===== src/rtl/quad_encoder_multi_pkg.sv =====
// quad_encoder_multi_pkg: quadrature state encodings, step/illegal decode and hex to 7-segment lookup.
package quad_encoder_multi_pkg;

    localparam logic [1:0] S00 = 2'b00;
    localparam logic [1:0] S01 = 2'b01;
    localparam logic [1:0] S11 = 2'b11;
    localparam logic [1:0] S10 = 2'b10;

    typedef struct packed {
        logic inc;
        logic dec;
        logic ill;
    } mv_t;

    // In x1 mode only the entries into 00 count, so each detent yields exactly one step.
    function automatic mv_t decode(input logic [1:0] o, input logic [1:0] n, input logic x4);
        mv_t m;
        logic fwd;
        logic rev;
        fwd = (o == S00 && n == S01) || (o == S01 && n == S11) ||
              (o == S11 && n == S10) || (o == S10 && n == S00);
        rev = (o == S01 && n == S00) || (o == S11 && n == S01) ||
              (o == S10 && n == S11) || (o == S00 && n == S10);
        m.ill = (o ^ n) == 2'b11;
        m.inc = fwd && (x4 || o == S10);
        m.dec = rev && (x4 || o == S01);
        return m;
    endfunction

    function automatic logic [6:0] hex7(input logic [3:0] v);
        case (v)
            4'h0: hex7 = 7'h3F;
            4'h1: hex7 = 7'h06;
            4'h2: hex7 = 7'h5B;
            4'h3: hex7 = 7'h4F;
            4'h4: hex7 = 7'h66;
            4'h5: hex7 = 7'h6D;
            4'h6: hex7 = 7'h7D;
            4'h7: hex7 = 7'h07;
            4'h8: hex7 = 7'h7F;
            4'h9: hex7 = 7'h6F;
            4'hA: hex7 = 7'h77;
            4'hB: hex7 = 7'h7C;
            4'hC: hex7 = 7'h39;
            4'hD: hex7 = 7'h5E;
            4'hE: hex7 = 7'h79;
            default: hex7 = 7'h71;
        endcase
    endfunction

endpackage


===== src/rtl/quad_encoder_multi_if.sv =====
// quad_encoder_multi_if: encoder inputs, controls and per-channel results; QUAD_ERR_CNT_EN adds err_cnt.
interface quad_encoder_multi_if #(
    parameter int NUM_CH = 2,
    parameter int CNT_W  = 8,
    parameter int SEL_W  = $clog2(NUM_CH)
);
    logic [NUM_CH-1:0]       rt_a;
    logic [NUM_CH-1:0]       rt_b;
    logic                    sat_mode;
    logic [NUM_CH-1:0]       clr;
    logic [SEL_W-1:0]        ch_sel;
    logic [NUM_CH*CNT_W-1:0] count;
    logic [NUM_CH-1:0]       step;
    logic [NUM_CH-1:0]       dir;
    logic [6:0]              segments;
`ifdef QUAD_ERR_CNT_EN
    logic [NUM_CH*8-1:0]     err_cnt;
`endif

    modport master (
        output rt_a, rt_b, sat_mode, clr, ch_sel,
        input  count, step, dir, segments
`ifdef QUAD_ERR_CNT_EN
        , input err_cnt
`endif
    );

    modport slave (
        input  rt_a, rt_b, sat_mode, clr, ch_sel,
        output count, step, dir, segments
`ifdef QUAD_ERR_CNT_EN
        , output err_cnt
`endif
    );
endinterface


===== src/rtl/quad_encoder_multi_chan.sv =====
// quad_encoder_multi_chan: one encoder channel (sync, filter, prime, decode, counter); QUAD_ERR_CNT_EN adds err_cnt_o.
module quad_encoder_multi_chan
    import quad_encoder_multi_pkg::*;
#(
    parameter int CNT_W    = 8,
    parameter int FILT_LEN = 3,
    parameter int RES_X4   = 1
) (
    input  logic             clk,
    input  logic             rst,
    input  logic             a_i,
    input  logic             b_i,
    input  logic             sat_mode_i,
    input  logic             clr_i,
    output logic [CNT_W-1:0] count_o,
    output logic             step_o,
    output logic             dir_o
`ifdef QUAD_ERR_CNT_EN
    , output logic [7:0]     err_cnt_o
`endif
);
    localparam logic [CNT_W-1:0] CMAX = {1'b0, {(CNT_W-1){1'b1}}};
    localparam logic [CNT_W-1:0] CMIN = ~CMAX;

    logic [1:0]       s1_q, s2_q, filt_q;
    logic [1:0]       sh_q [FILT_LEN];
    logic             primed_q, step_q, dir_q;
    logic [CNT_W-1:0] cnt_q, cnt_d;
    logic             stable, accept, evt, ill, hold;
    mv_t              mv;

    always_comb begin
        stable = 1'b1;
        for (int i = 1; i < FILT_LEN; i++) stable = stable && (sh_q[i] == sh_q[0]);
        accept = stable && (sh_q[0] != filt_q);
        mv     = decode(filt_q, sh_q[0], RES_X4 != 0);
        evt    = accept && primed_q && (mv.inc || mv.dec);
        ill    = accept && primed_q && mv.ill;
        hold   = sat_mode_i && ((mv.inc && cnt_q == CMAX) || (mv.dec && cnt_q == CMIN));
        cnt_d  = clr_i ? '0 : !evt || hold ? cnt_q : mv.inc ? cnt_q + 1'b1 : cnt_q - 1'b1;
    end

    always_ff @(posedge clk) begin
        if (rst) begin
            s1_q     <= '0;
            s2_q     <= '0;
            for (int i = 0; i < FILT_LEN; i++) sh_q[i] <= '0;
            filt_q   <= '0;
            primed_q <= 1'b0;
            cnt_q    <= '0;
            step_q   <= 1'b0;
            dir_q    <= 1'b0;
        end else begin
            s1_q    <= {a_i, b_i};
            s2_q    <= s1_q;
            sh_q[0] <= s2_q;
            for (int i = 1; i < FILT_LEN; i++) sh_q[i] <= sh_q[i-1];
            if (accept) begin
                filt_q   <= sh_q[0];
                primed_q <= 1'b1;
            end
            cnt_q  <= cnt_d;
            step_q <= evt && !clr_i;
            if (evt && !clr_i) dir_q <= mv.inc;
        end
    end

`ifdef QUAD_ERR_CNT_EN
    logic [7:0] err_q;
    always_ff @(posedge clk) begin
        if (rst) err_q <= '0;
        else err_q <= clr_i ? '0 : (ill && err_q != 8'hFF) ? err_q + 8'd1 : err_q;
    end
    assign err_cnt_o = err_q;
`else
    logic unused_ill;
    assign unused_ill = ill;
`endif

    assign count_o = cnt_q;
    assign step_o  = step_q;
    assign dir_o   = dir_q;
endmodule


===== src/rtl/quad_encoder_multi.sv =====
// quad_encoder_multi: NUM_CH quadrature counters plus a registered hex 7-segment view of one channel.
// Define QUAD_ERR_CNT_EN to expose per-channel illegal-transition counters on err_cnt.
module quad_encoder_multi
    import quad_encoder_multi_pkg::*;
#(
    parameter int NUM_CH   = 2,
    parameter int CNT_W    = 8,
    parameter int FILT_LEN = 3,
    parameter int RES_X4   = 1
) (
    input logic                 clk,
    input logic                 rst,
    quad_encoder_multi_if.slave enc_io
);
    localparam int SEL_W = $clog2(NUM_CH);

    logic [CNT_W-1:0]  cnt [NUM_CH];
    logic [NUM_CH-1:0] step_w, dir_w;
    logic [SEL_W-1:0]  sel;
    logic [6:0]        seg_q, seg_d;
`ifdef QUAD_ERR_CNT_EN
    logic [NUM_CH*8-1:0] err_w;
    assign enc_io.err_cnt = err_w;
`endif

    for (genvar c = 0; c < NUM_CH; c++) begin : g_ch
        quad_encoder_multi_chan #(
            .CNT_W(CNT_W), .FILT_LEN(FILT_LEN), .RES_X4(RES_X4)
        ) u_chan (
            .clk        (clk),
            .rst        (rst),
            .a_i        (enc_io.rt_a[c]),
            .b_i        (enc_io.rt_b[c]),
            .sat_mode_i (enc_io.sat_mode),
            .clr_i      (enc_io.clr[c]),
            .count_o    (cnt[c]),
            .step_o     (step_w[c]),
            .dir_o      (dir_w[c])
`ifdef QUAD_ERR_CNT_EN
            , .err_cnt_o(err_w[c*8 +: 8])
`endif
        );
        assign enc_io.count[c*CNT_W +: CNT_W] = cnt[c];
    end

    // Out-of-range selections fall back to channel 0.
    assign sel   = (int'(enc_io.ch_sel) < NUM_CH) ? enc_io.ch_sel : '0;
    assign seg_d = hex7(cnt[sel][3:0]);

    always_ff @(posedge clk) begin
        if (rst) seg_q <= 7'h3F;
        else seg_q <= seg_d;
    end

    assign enc_io.step     = step_w;
    assign enc_io.dir      = dir_w;
    assign enc_io.segments = seg_q;
endmodule


===== src/flat_wrapper.sv =====
// flat-port wrapper written by rule: the top's interface ports become plain ports
module quad_encoder_multi_flat import quad_encoder_multi_pkg::*;
#(
    parameter int NUM_CH   = 2,
    parameter int CNT_W    = 8,
    parameter int FILT_LEN = 3,
    parameter int RES_X4   = 1
)
  (clk, rst, enc_io_rt_a, enc_io_rt_b, enc_io_sat_mode, enc_io_clr, enc_io_ch_sel, enc_io_count, enc_io_step, enc_io_dir, enc_io_segments);
  quad_encoder_multi_if #(.NUM_CH(NUM_CH), .CNT_W(CNT_W)) enc_io_i ();
  input logic clk;
  input logic rst;
  input wire logic [$bits(enc_io_i.rt_a)-1:0] enc_io_rt_a;
  input wire logic [$bits(enc_io_i.rt_b)-1:0] enc_io_rt_b;
  input wire logic [$bits(enc_io_i.sat_mode)-1:0] enc_io_sat_mode;
  input wire logic [$bits(enc_io_i.clr)-1:0] enc_io_clr;
  input wire logic [$bits(enc_io_i.ch_sel)-1:0] enc_io_ch_sel;
  output wire logic [$bits(enc_io_i.count)-1:0] enc_io_count;
  output wire logic [$bits(enc_io_i.step)-1:0] enc_io_step;
  output wire logic [$bits(enc_io_i.dir)-1:0] enc_io_dir;
  output wire logic [$bits(enc_io_i.segments)-1:0] enc_io_segments;
  assign enc_io_i.rt_a = enc_io_rt_a;
  assign enc_io_i.rt_b = enc_io_rt_b;
  assign enc_io_i.sat_mode = enc_io_sat_mode;
  assign enc_io_i.clr = enc_io_clr;
  assign enc_io_i.ch_sel = enc_io_ch_sel;
  assign enc_io_count = enc_io_i.count;
  assign enc_io_step = enc_io_i.step;
  assign enc_io_dir = enc_io_i.dir;
  assign enc_io_segments = enc_io_i.segments;
  quad_encoder_multi #(.NUM_CH(NUM_CH), .CNT_W(CNT_W), .FILT_LEN(FILT_LEN), .RES_X4(RES_X4)) u_core (.clk(clk), .rst(rst), .enc_io(enc_io_i));
endmodule

===== config.mk =====
export PLATFORM = sky130hd
export DESIGN_NAME = quad_encoder_multi_flat
export DESIGN_NICKNAME = d
export VERILOG_FILES = /design/src/rtl/quad_encoder_multi_pkg.sv /design/src/rtl/quad_encoder_multi_if.sv /design/src/rtl/quad_encoder_multi_chan.sv /design/src/rtl/quad_encoder_multi.sv /design/src/flat_wrapper.sv
export SDC_FILE = /design/constraint.sdc
export NUM_CORES = 1
export LEC_CHECK = 0
export CELL_PAD_IN_SITES_DETAIL_PLACEMENT = 2
export CELL_PAD_IN_SITES_GLOBAL_PLACEMENT = 2
export CORE_AREA = 2 2 97 99
export CTS_BUF_LIST = sky130_fd_sc_hd__clkbuf_8
export DETAILED_ROUTE_END_ITERATION = 10
export DIE_AREA = 0 0 99 101
export PLACE_DENSITY_LB_ADDON = 0.05
export SKIP_LAST_GASP = 1
export SYNTH_ARGS = -nofsm -noshare
export SYNTH_HDL_FRONTEND = slang
export SYNTH_HIERARCHICAL = 1
export SYNTH_SLANG_ARGS = --single-unit

===== constraint.sdc =====
create_clock -name clk -period 3.6 [get_ports clk]
set_input_delay 0.36 -clock clk [delete_from_list [all_inputs] [get_ports clk]]
set_output_delay 0.36 -clock clk [all_outputs]
set_load 0.005 [all_outputs]

==> results.json, run 1 <==
{
  "rsz0062_at_grt": "no",
  "drive_above_1_share": 0.103,
  "crit_arrival_ns": 3.32,
  "dr.pass1.iters": 4,
  "synth-async-reset-ratio": 0,
  "grt_pass1_vias": 2876,
  "tns_ns": 0,
  "vias": 2716,
  "ir_worst_vdd_uv": 202,
  "post-cts-setup-buffers": 0,
  "port_buffers": 36,
  "synth_area_leader_cell": "dfxtp_1",
  "die-area_um2": 10000,
  "slew_viol_final": 0,
  "hold_viol_final": 0,
  "min_from": "u_core/g_ch[1].u_chan/s2_q[1]$_SDFF_PP0_",
  "htreeDepth": 2,
  "setup_viol": 0,
  "clk_path_buf_depth": 2,
  "ant_nets": 0,
  "critPathLaunchType": "flip-flop",
  "reg2reg_from": "u_core/g_ch[0].u_chan/sh_q[0][1]$_SDFF_PP0_",
  "cts.sinks": 53,
  "post_drt_wl_per_cell_um": 17.5,
  "synth_nets": 372,
  "die_h_um": 101,
  "syn_area_per_cell_um2": 9.20,
  "post-route-cell-area_um2": 3710,
  "synth_area_um2": 3140,
  "relSlewSlack": 0.601,
  "power_density_nw_per_um2": 298,
  "drt_iter0_drc": 73,
  "worst_pin_slew_ns": 0.596,
  "initial_core_util": 0.349,
  "n_antenna_cell": 0,
  "multi_input_area_um2": 1960,
  "routabilityCongestion": 0.811,
  "cts_resized": 0,
  "leakage_nw": 1.37,
  "vias_per_cell": 5.53,
  "cap_viol_max_count": 0,
  "grt_pass1_wl_um": 14600,
  "grt-ovfl-total": 0,
  "clock_latency_ns": 0.31,
  "ys_ff_latch": 53,
  "synthTopCellsByArea": "dfxtp_1 (34%), ha_1 (7.6%), nor2b_1 (4.4%)",
  "core_um2": 8980,
  "cts_tree": "yes",
  "nets": 410,
  "final-seq-area_um2": 1060,
  "worstHoldPathType": "flip-flop to flip-flop",
  "required_ns": 3.79,
  "rows": 35,
  "io-pin-count": 37,
  "synth_cell_types": 64,
  "yosysSeqAreaShare": 0.338,
  "grt_max_degree": 23,
  "cts_made_buffers": 5,
  "area_delta_synth_final_pct": 18.3,
  "layout_worst_path_cycle_share": 0.868,
  "end_kind": "flip-flop",
  "synth_ff_type": "dfxtp_1",
  "utilization": 0.414,
  "dpl.hpwl_um": 6460,
  "fp.dieW_um": 99,
  "remaining_drc_errors": 0,
  "path_clk_slew_ns": 0.11,
  "grt_usage": 0.181,
  "cts-root-buf": "clkbuf_8",
  "finalWorstPathRequiredPeriod_ns": 3.13,
  "ys_warn_count": 6,
  "path_max_fanout": 9,
  "synth_top_area_frac": 0.338,
  "fmax_mhz": 320,
  "layout_commonest_cell": "dfxtp_1",
  "startpoint": "u_core/g_ch[0].u_chan/sh_q[0][1]$_SDFF_PP0_",
  "synthesis.instances": 341,
  "post_dp_cell_area_um2": 3600,
  "outcome": "complete, no violations",
  "worstSetupPathType": "flip-flop to flip-flop",
  "fillers": 997,
  "skew_ns": 0.00646,
  "layout_common_cells": "dfxtp_1 (53), clkdlybuf4s50_1 (36), a21oi_1 (26)",
  "drt-total-wl_um": 8600,
  "antenna_found_initial": 0,
  "hold_buffers": 0,
  "synth_edf_count": 0
}
[worst max-delay path: stages, from the launching register on]
cell and delay, ns:
dfxtp_1 0.38, xnor2_1 0.44, nand2_1 0.38, ha_1 0.49, nand3_1 0.14, o2111ai_1 0.38, a2111o_1 0.22, a211oi_2 0.06
or4_1 0.52
[final timing paths]
| check | endpoint | slack, ns | cells past startpoint |
|---|---|---|---|
| worst max register to register | u_core/g_ch[0].u_chan/count_o[7]$_SDFFE_PP0N_ | 0.47 | 8 |
| worst min-delay path | u_core/g_ch[1].u_chan/sh_q[0][1]$_SDFF_PP0_ | 0.45 | 1 |
| worst min register to register | u_core/g_ch[1].u_chan/sh_q[0][1]$_SDFF_PP0_ | 0.45 | 1 |
| worst max-delay path | u_core/g_ch[0].u_chan/count_o[7]$_SDFFE_PP0N_ | 0.47 | 8 |
[through the flow]
stage          hold WS [ns]  total power (W)  instances  worst slack (ns)
5_1_grt               0.468          0.00116        491             0.254
6_report              0.451          0.00110        491             0.473
3_5_place_dp          0.432         0.000683        483             0.517
2_1_floorplan         0.414         0.000657        341             0.964
3_3_place_gp          0.417         0.000681        483             0.683
4_1_cts               0.460          0.00113        491             0.492
[registers in the layout, indices dropped and copies added, names as in the netlist]
| register | flops |
|---|---|
| u_core/g_ch.u_chan/sh_q | 12 |
| u_core/g_ch.u_chan/s2_q | 4 |
| u_core/g_ch.u_chan/primed_q | 2 |
| u_core/enc_io.segments | 7 |
| u_core/g_ch.u_chan/s1_q | 4 |
| u_core/g_ch.u_chan/count_o | 16 |
| u_core/g_ch.u_chan/step_o | 2 |
| u_core/g_ch.u_chan/dir_o | 2 |
| u_core/g_ch.u_chan/filt_q | 4 |
[metal layers]
| layer | share of wire | track usage |
|---|---|---|
| met1 | 0.49 | 0.238 |
| met2 | 0.49 | 0.316 |
| met3 | 0.018 | 0.0236 |
| met4 | 0.0087 | 0.0411 |
| met5 | 0 | 0 |
[power by group]
| group | internal (W) | switching, W | total, W | leakage (nW) |
|---|---|---|---|---|
| Clock | 0.000213 | 0.000223 | 0.000436 | 0.0591 |
| Sequential | 0.000594 | 0.00000490 | 0.000598 | 0.429 |
| Combinational | 0.0000299 | 0.0000405 | 0.0000704 | 0.877 |
[synthesized netlist by cell type (all sizes together), types with 2 or more instances]
master,n
o21a,12
a311oi,2
inv,15
o2111a,2
or4,3
fa,2
xnor2,6
dfxtp,53
nand2,16
or3,2
nor2,26
o31ai,4
or2,2
nand4,2
or4b,2
a211oi,2
clkbuf,2
o21ai,26
a21o,3
buf,4
and3,3
o21bai,2
ha,19
and4b,2
mux2,3
o31a,2
o211ai,7
and4,5
xor2,8
o2111ai,6
o211a,2
nor2b,22
nor3,13
nand3,17
nor4,2
a21oi,27
mux2i,5
[final cells by class]
cell class | instances | area share
clock buffers | 5 | 0.0185
repair buffers | 38 | 0.101
clock inverters | 3 | 0.0128
multi-input cells | 266 | 0.529
inverters | 15 | 0.0152
flip-flops and latches | 53 | 0.286
well taps | 111 | 0.0374
[kinds of logic (layout without fill, tap and decap cells)]
kind of cell,count (synthesis),after routing,share of synthesized area
simple gates,119,119,0.217
compound gates,104,104,0.235
flops,53,53,0.338
buf+inv,22,61,0.0355
fa+ha+maj,21,21,0.0886
xor+xnor,14,14,0.0463
mux,8,8,0.0395
No activity file was read; power rests on OpenSTA's default activity.
==> inputs of run 2 (changes only) <==
CORE_AREA = 2 2 108 89   (was 2 2 97 99)
DIE_AREA = 0 0 110 91   (was 0 0 99 101)
==> results.json, run 2 (synthesis gave the netlist of run 1 again) <==
{
  "switching_power_w": 0.000258,
  "relSlewSlack": 0.673,
  "r2r_slack_ns": 0.62,
  "pwr-share-clk": 0.341,
  "dp_worst_setup_slack_ns": 0.619,
  "cts_tree": "yes",
  "worst-r2r-cell-count": 8,
  "area_delta_synth_final_pct": 17.6,
  "grt_pass1_wl_um": 14900,
  "path_max_fanout": 9,
  "grt_pass1_vias": 2945,
  "dpl.hpwl_um": 6520,
  "seq_power_share": 0.589,
  "hold_buffers": 0,
  "finalWorstPathRequiredPeriod_ns": 2.98,
  "power_density_nw_per_um2": 275,
  "port_buffers": 36,
  "power_frac_comb": 0.069,
  "holdPathStages": 1,
  "leakage_nw": 1.35,
  "drt_iter0_drc": 77,
  "nets": 410,
  "fmax_mhz": 336,
  "setup_ws_ns": 0.621,
  "cp_slowest_cell": "or4_1",
  "required_ns": 3.80,
  "clock_latency_ns": 0.32,
  "drive_above_1_share": 0.100,
  "initial_core_util": 0.353,
  "rows": 31,
  "cap_viol_max_count": 0,
  "crit_chain": "xnor2_1 > nand2_1 > ha_1 > nand3_1 > o2111ai_1 > a2111o_1 > a211oi_2 > or4_1",
  "grt_usage": 0.190,
  "rr_endpoint": "u_core/g_ch[0].u_chan/count_o[7]$_SDFFE_PP0N_",
  "path_clk_slew_ns": 0.10,
  "dr.pass1.iters": 4,
  "rsz0062_at_grt": "no",
  "layout_worst_path_cycle_share": 0.828,
  "die_h_um": 91,
  "remaining_drc_errors": 0,
  "critPathCapture": "u_core/g_ch[0].u_chan/count_o[7]$_SDFFE_PP0N_",
  "critPathLaunchType": "flip-flop",
  "grt-ovfl-total": 0,
  "layout_common_cells": "dfxtp_1 (53), clkdlybuf4s50_1 (36), a21oi_1 (26)",
  "layout_commonest_cell": "dfxtp_1",
  "post-route-cell-area_um2": 3690,
  "post_dp_cell_area_um2": 3600,
  "worstHoldPathType": "flip-flop to flip-flop",
  "grt_max_degree": 28,
  "internal-power_w": 0.000758,
  "cts_resized": 0,
  "die-area_um2": 10000,
  "routabilityCongestion": 0.847,
  "worstSetupPathType": "flip-flop to flip-flop",
  "io-pin-count": 37,
  "crit_arrival_ns": 3.18,
  "reg2reg_from": "u_core/g_ch[0].u_chan/sh_q[0][1]$_SDFF_PP0_",
  "ir_worst_vdd_uv": 250,
  "startpoint": "u_core/g_ch[0].u_chan/sh_q[0][1]$_SDFF_PP0_",
  "clk_path_buf_depth": 2,
  "hold_viol_final": 0,
  "end_kind": "flip-flop",
  "vias_per_cell": 5.53,
  "fp.dieW_um": 110,
  "swShare": 0.254,
  "vias": 2735,
  "drt-total-wl_um": 8620,
  "ant_nets": 0,
  "setup_viol": 0,
  "post-cts-setup-buffers": 0,
  "slowest_delay_ns": 0.52,
  "outcome": "complete, no violations",
  "htreeDepth": 2,
  "skew_ns": 0.00895,
  "worst_pin_slew_ns": 0.487,
  "antenna_found_initial": 0,
  "cts_made_buffers": 5,
  "slew_viol_final": 0,
  "n_antenna_cell": 0,
  "tns_ns": 0,
  "cts-root-buf": "clkbuf_8",
  "cts.sinks": 53,
  "post_drt_wl_per_cell_um": 17.4,
  "largest_register_ffs": 16,
  "core_um2": 8880
}
run 2: cell count changes in the layout (fill, tap and decap cells not counted):
| cell | before | now |
|---|---|---|
| bufinv_16 | 1 | 0 |
| inv_1 | 15 | 16 |
| inv_6 | 2 | 0 |
| clkinvlp_4 | 0 | 2 |
run 2: metrics by stage:
stage	instances	hold slack, ns	total power (W)	utilization
floorplan	341	0.414	0.000657	-
global placement	487	0.417	0.000680	0.405
detailed placement	487	0.438	0.000684	0.405
CTS	495	0.459	0.00104	0.415
global route	495	0.468	0.00107	0.415
finish	495	0.454	0.00102	0.415
run 2: area by class of cell:
cell class              count  area (um2)
clock inverters             3        18.8
well taps                 115         144
fillers                   977        5190
repair buffers             38         375
flip-flops and latches     53        1060
clock buffers               5        68.8
inverters                  15        56.3
multi-input cells         266        1960
run 2: layer usage:
layer	global-route usage	up-vias	share of wire
met3	0.0416	6	0.034
met1	0.257	1351	0.50
li1	-	1331	-
met4	0.0506	0	0.011
met2	0.304	47	0.46
met5	0	-	0
run 2: worst min path at each step:
stage	start	end	slack (ns)
floorplan	u_core/g_ch[0].u_chan/s1_q[0]$_SDFF_PP0_	u_core/g_ch[0].u_chan/s2_q[0]$_SDFF_PP0_	0.41
global placement	u_core/g_ch[0].u_chan/s1_q[0]$_SDFF_PP0_	u_core/g_ch[0].u_chan/s2_q[0]$_SDFF_PP0_	0.42
detailed placement	u_core/g_ch[1].u_chan/s2_q[1]$_SDFF_PP0_	u_core/g_ch[1].u_chan/sh_q[0][1]$_SDFF_PP0_	0.44
CTS	u_core/g_ch[1].u_chan/s2_q[1]$_SDFF_PP0_	u_core/g_ch[1].u_chan/sh_q[0][1]$_SDFF_PP0_	0.46
global route	u_core/g_ch[1].u_chan/s2_q[1]$_SDFF_PP0_	u_core/g_ch[1].u_chan/sh_q[0][1]$_SDFF_PP0_	0.47
finish	u_core/g_ch[1].u_chan/s2_q[1]$_SDFF_PP0_	u_core/g_ch[1].u_chan/sh_q[0][1]$_SDFF_PP0_	0.45
run 2: power by group through the flow:
stage                     logic (W)  clock network (W)  registers, W
after floorplan           0.0000460                  0      0.000611
after CTS                 0.0000717           0.000365      0.000599
final                     0.0000705           0.000347      0.000599
after global routing      0.0000788           0.000391      0.000600
after global placement    0.0000689                  0      0.000612
after detailed placement  0.0000713                  0      0.000612
run 2: worst max-delay path, delay by kind of cell, from the launching register on:
family                     cells  cell delay [ns]
xor gates and xnor gates       1             0.44
AOI/OAI and AO/OA              3             0.60
and+or+nand+nor                3             0.98
DFF                            1             0.38
adders and majority gates      1             0.46
==> inputs of run 3 (changes only) <==
clock period = 3 ns   (was 3.6 ns; I/O delays follow)
==> results.json, run 3 (synthesis gave the netlist of run 1 again) <==
{
  "hold_viol_final": 0,
  "cts.sinks": 53,
  "required_ns": 3.20,
  "layout_commonest_cell": "dfxtp_1",
  "layout_worst_path_cycle_share": 0.926,
  "cap_viol_max_count": 0,
  "crit_arrival_ns": 2.98,
  "die_h_um": 91,
  "worstHoldPathType": "flip-flop to flip-flop",
  "drt-total-wl_um": 8540,
  "drt_iter0_drc": 83,
  "largest_register_ffs": 16,
  "dr.pass1.iters": 4,
  "worstSetupPathType": "flip-flop to flip-flop",
  "vias": 2706,
  "hold_ws_ns": 0.449,
  "slew_viol_final": 0,
  "antenna_found_initial": 0,
  "clock_latency_ns": 0.32,
  "fillers": 995,
  "post-cts-setup-buffers": 0,
  "outcome": "complete, no violations",
  "critPathLaunchType": "flip-flop",
  "ant_nets": 0,
  "grt-ovfl-total": 0,
  "cts_tree": "yes",
  "grt_usage": 0.182,
  "path_clk_slew_ns": 0.10,
  "port_buffers": 36,
  "htreeDepth": 2,
  "n_antenna_cell": 0,
  "nets": 413,
  "power_w": 0.00125,
  "tns_ns": 0,
  "cts-root-buf": "clkbuf_8",
  "drive_above_1_share": 0.115,
  "grt_pass1_wl_um": 14500,
  "utilization": 0.420,
  "dp_worst_setup_slack_ns": 0.0611,
  "end_kind": "flip-flop",
  "setup_viol": 0,
  "relSlewSlack": 0.678,
  "grt_max_degree": 29,
  "vias_per_cell": 5.43,
  "io-pin-count": 37,
  "leakage_nw": 1.38,
  "fp.dieW_um": 110,
  "cts_made_buffers": 5,
  "rows": 31,
  "post_drt_wl_per_cell_um": 17.1,
  "initial_core_util": 0.353,
  "skew_ns": 0.00767,
  "path_max_fanout": 6,
  "area_delta_synth_final_pct": 19.1,
  "ir_worst_vdd_uv": 363,
  "grt_pass1_vias": 2890,
  "finalWorstPathRequiredPeriod_ns": 2.78,
  "clk_path_buf_depth": 2,
  "layout_common_cells": "dfxtp_1 (53), clkdlybuf4s50_1 (36), a21oi_1 (26)",
  "power_density_nw_per_um2": 335,
  "remaining_drc_errors": 0,
  "worst_pin_slew_ns": 0.479,
  "routabilityCongestion": 0.792,
  "core_um2": 8880,
  "die-area_um2": 10000,
  "dpl.hpwl_um": 6470,
  "fmax_mhz": 360,
  "setup_ws_ns": 0.221
}
[run 3: cell types whose count changed in the layout (fill, tap and decap cells not counted), sizes merged]
cell      delta
buf          +3
inv          +1
clkinv       +1
clkinvlp     -2
[run 3: worst max-delay path: stages, from the launching register on]
cell and delay [ns]:
dfxtp_1 0.47, xor2_2 0.29, nand2_1 0.21, buf_4 0.21, ha_1 0.22, nor3_1 0.29
o2111ai_2 0.22, nand4_1 0.16, a211oi_2 0.07, or4_1 0.52
[run 3: metrics by stage]
step | instance area, um2 | cells
6_report | 3730 | 498
5_1_grt | 3730 | 498
4_1_cts | 3720 | 498
3_5_place_dp | 3620 | 490
3_3_place_gp | 3620 | 490
2_1_floorplan | 3140 | 341
[run 3: report_power, final]
part            total, W  internal, W  switching [W]
Combinational  0.0000870    0.0000379      0.0000491
Sequential      0.000718     0.000712     0.00000589
Clock           0.000447     0.000175       0.000271
[run 3: final timing paths]
kind                                                    start                                            end  slack [ns]  depth (start not counted)
hold reg to reg      u_core/g_ch[0].u_chan/s1_q[1]$_SDFF_PP0_       u_core/g_ch[0].u_chan/s2_q[1]$_SDFF_PP0_        0.45                          1
setup reg to reg  u_core/g_ch[0].u_chan/sh_q[0][0]$_SDFF_PP0_  u_core/g_ch[0].u_chan/count_o[7]$_SDFFE_PP0N_        0.22                          9
setup / recovery  u_core/g_ch[0].u_chan/sh_q[0][0]$_SDFF_PP0_  u_core/g_ch[0].u_chan/count_o[7]$_SDFFE_PP0N_        0.22                          9
hold / removal       u_core/g_ch[0].u_chan/s1_q[1]$_SDFF_PP0_       u_core/g_ch[0].u_chan/s2_q[1]$_SDFF_PP0_        0.45                          1
[run 3: cell type report]
class                           instances  area (um2)  share of cell area
Clock inverter                          3        28.8             0.00771
Inverter                               15        56.3              0.0151
Clock buffer                            5        68.8              0.0184
Tap cell                              115         144              0.0385
Timing Repair Buffer                   41         398               0.107
Multi-Input combinational cell        266        1980               0.530
Sequential cell                        53        1060               0.284
[run 3: routing by layer]
layer / routed length, um / part of all wire / up-vias / GRT usage
met5: 0 / 0 / - / 0
met4: 48 / 0.0056 / 0 / 0.0369
met3: 230 / 0.027 / 4 / 0.0330
met2: 4090 / 0.48 / 31 / 0.303
met1: 4170 / 0.49 / 1329 / 0.245
li1: - / - / 1342 / -
[run 3: timing repair]
action | in CTS | in global routing
setup endpoints to repair | 0 | 1
resized for setup | 0 | 2
hold buffers | 0 | 0
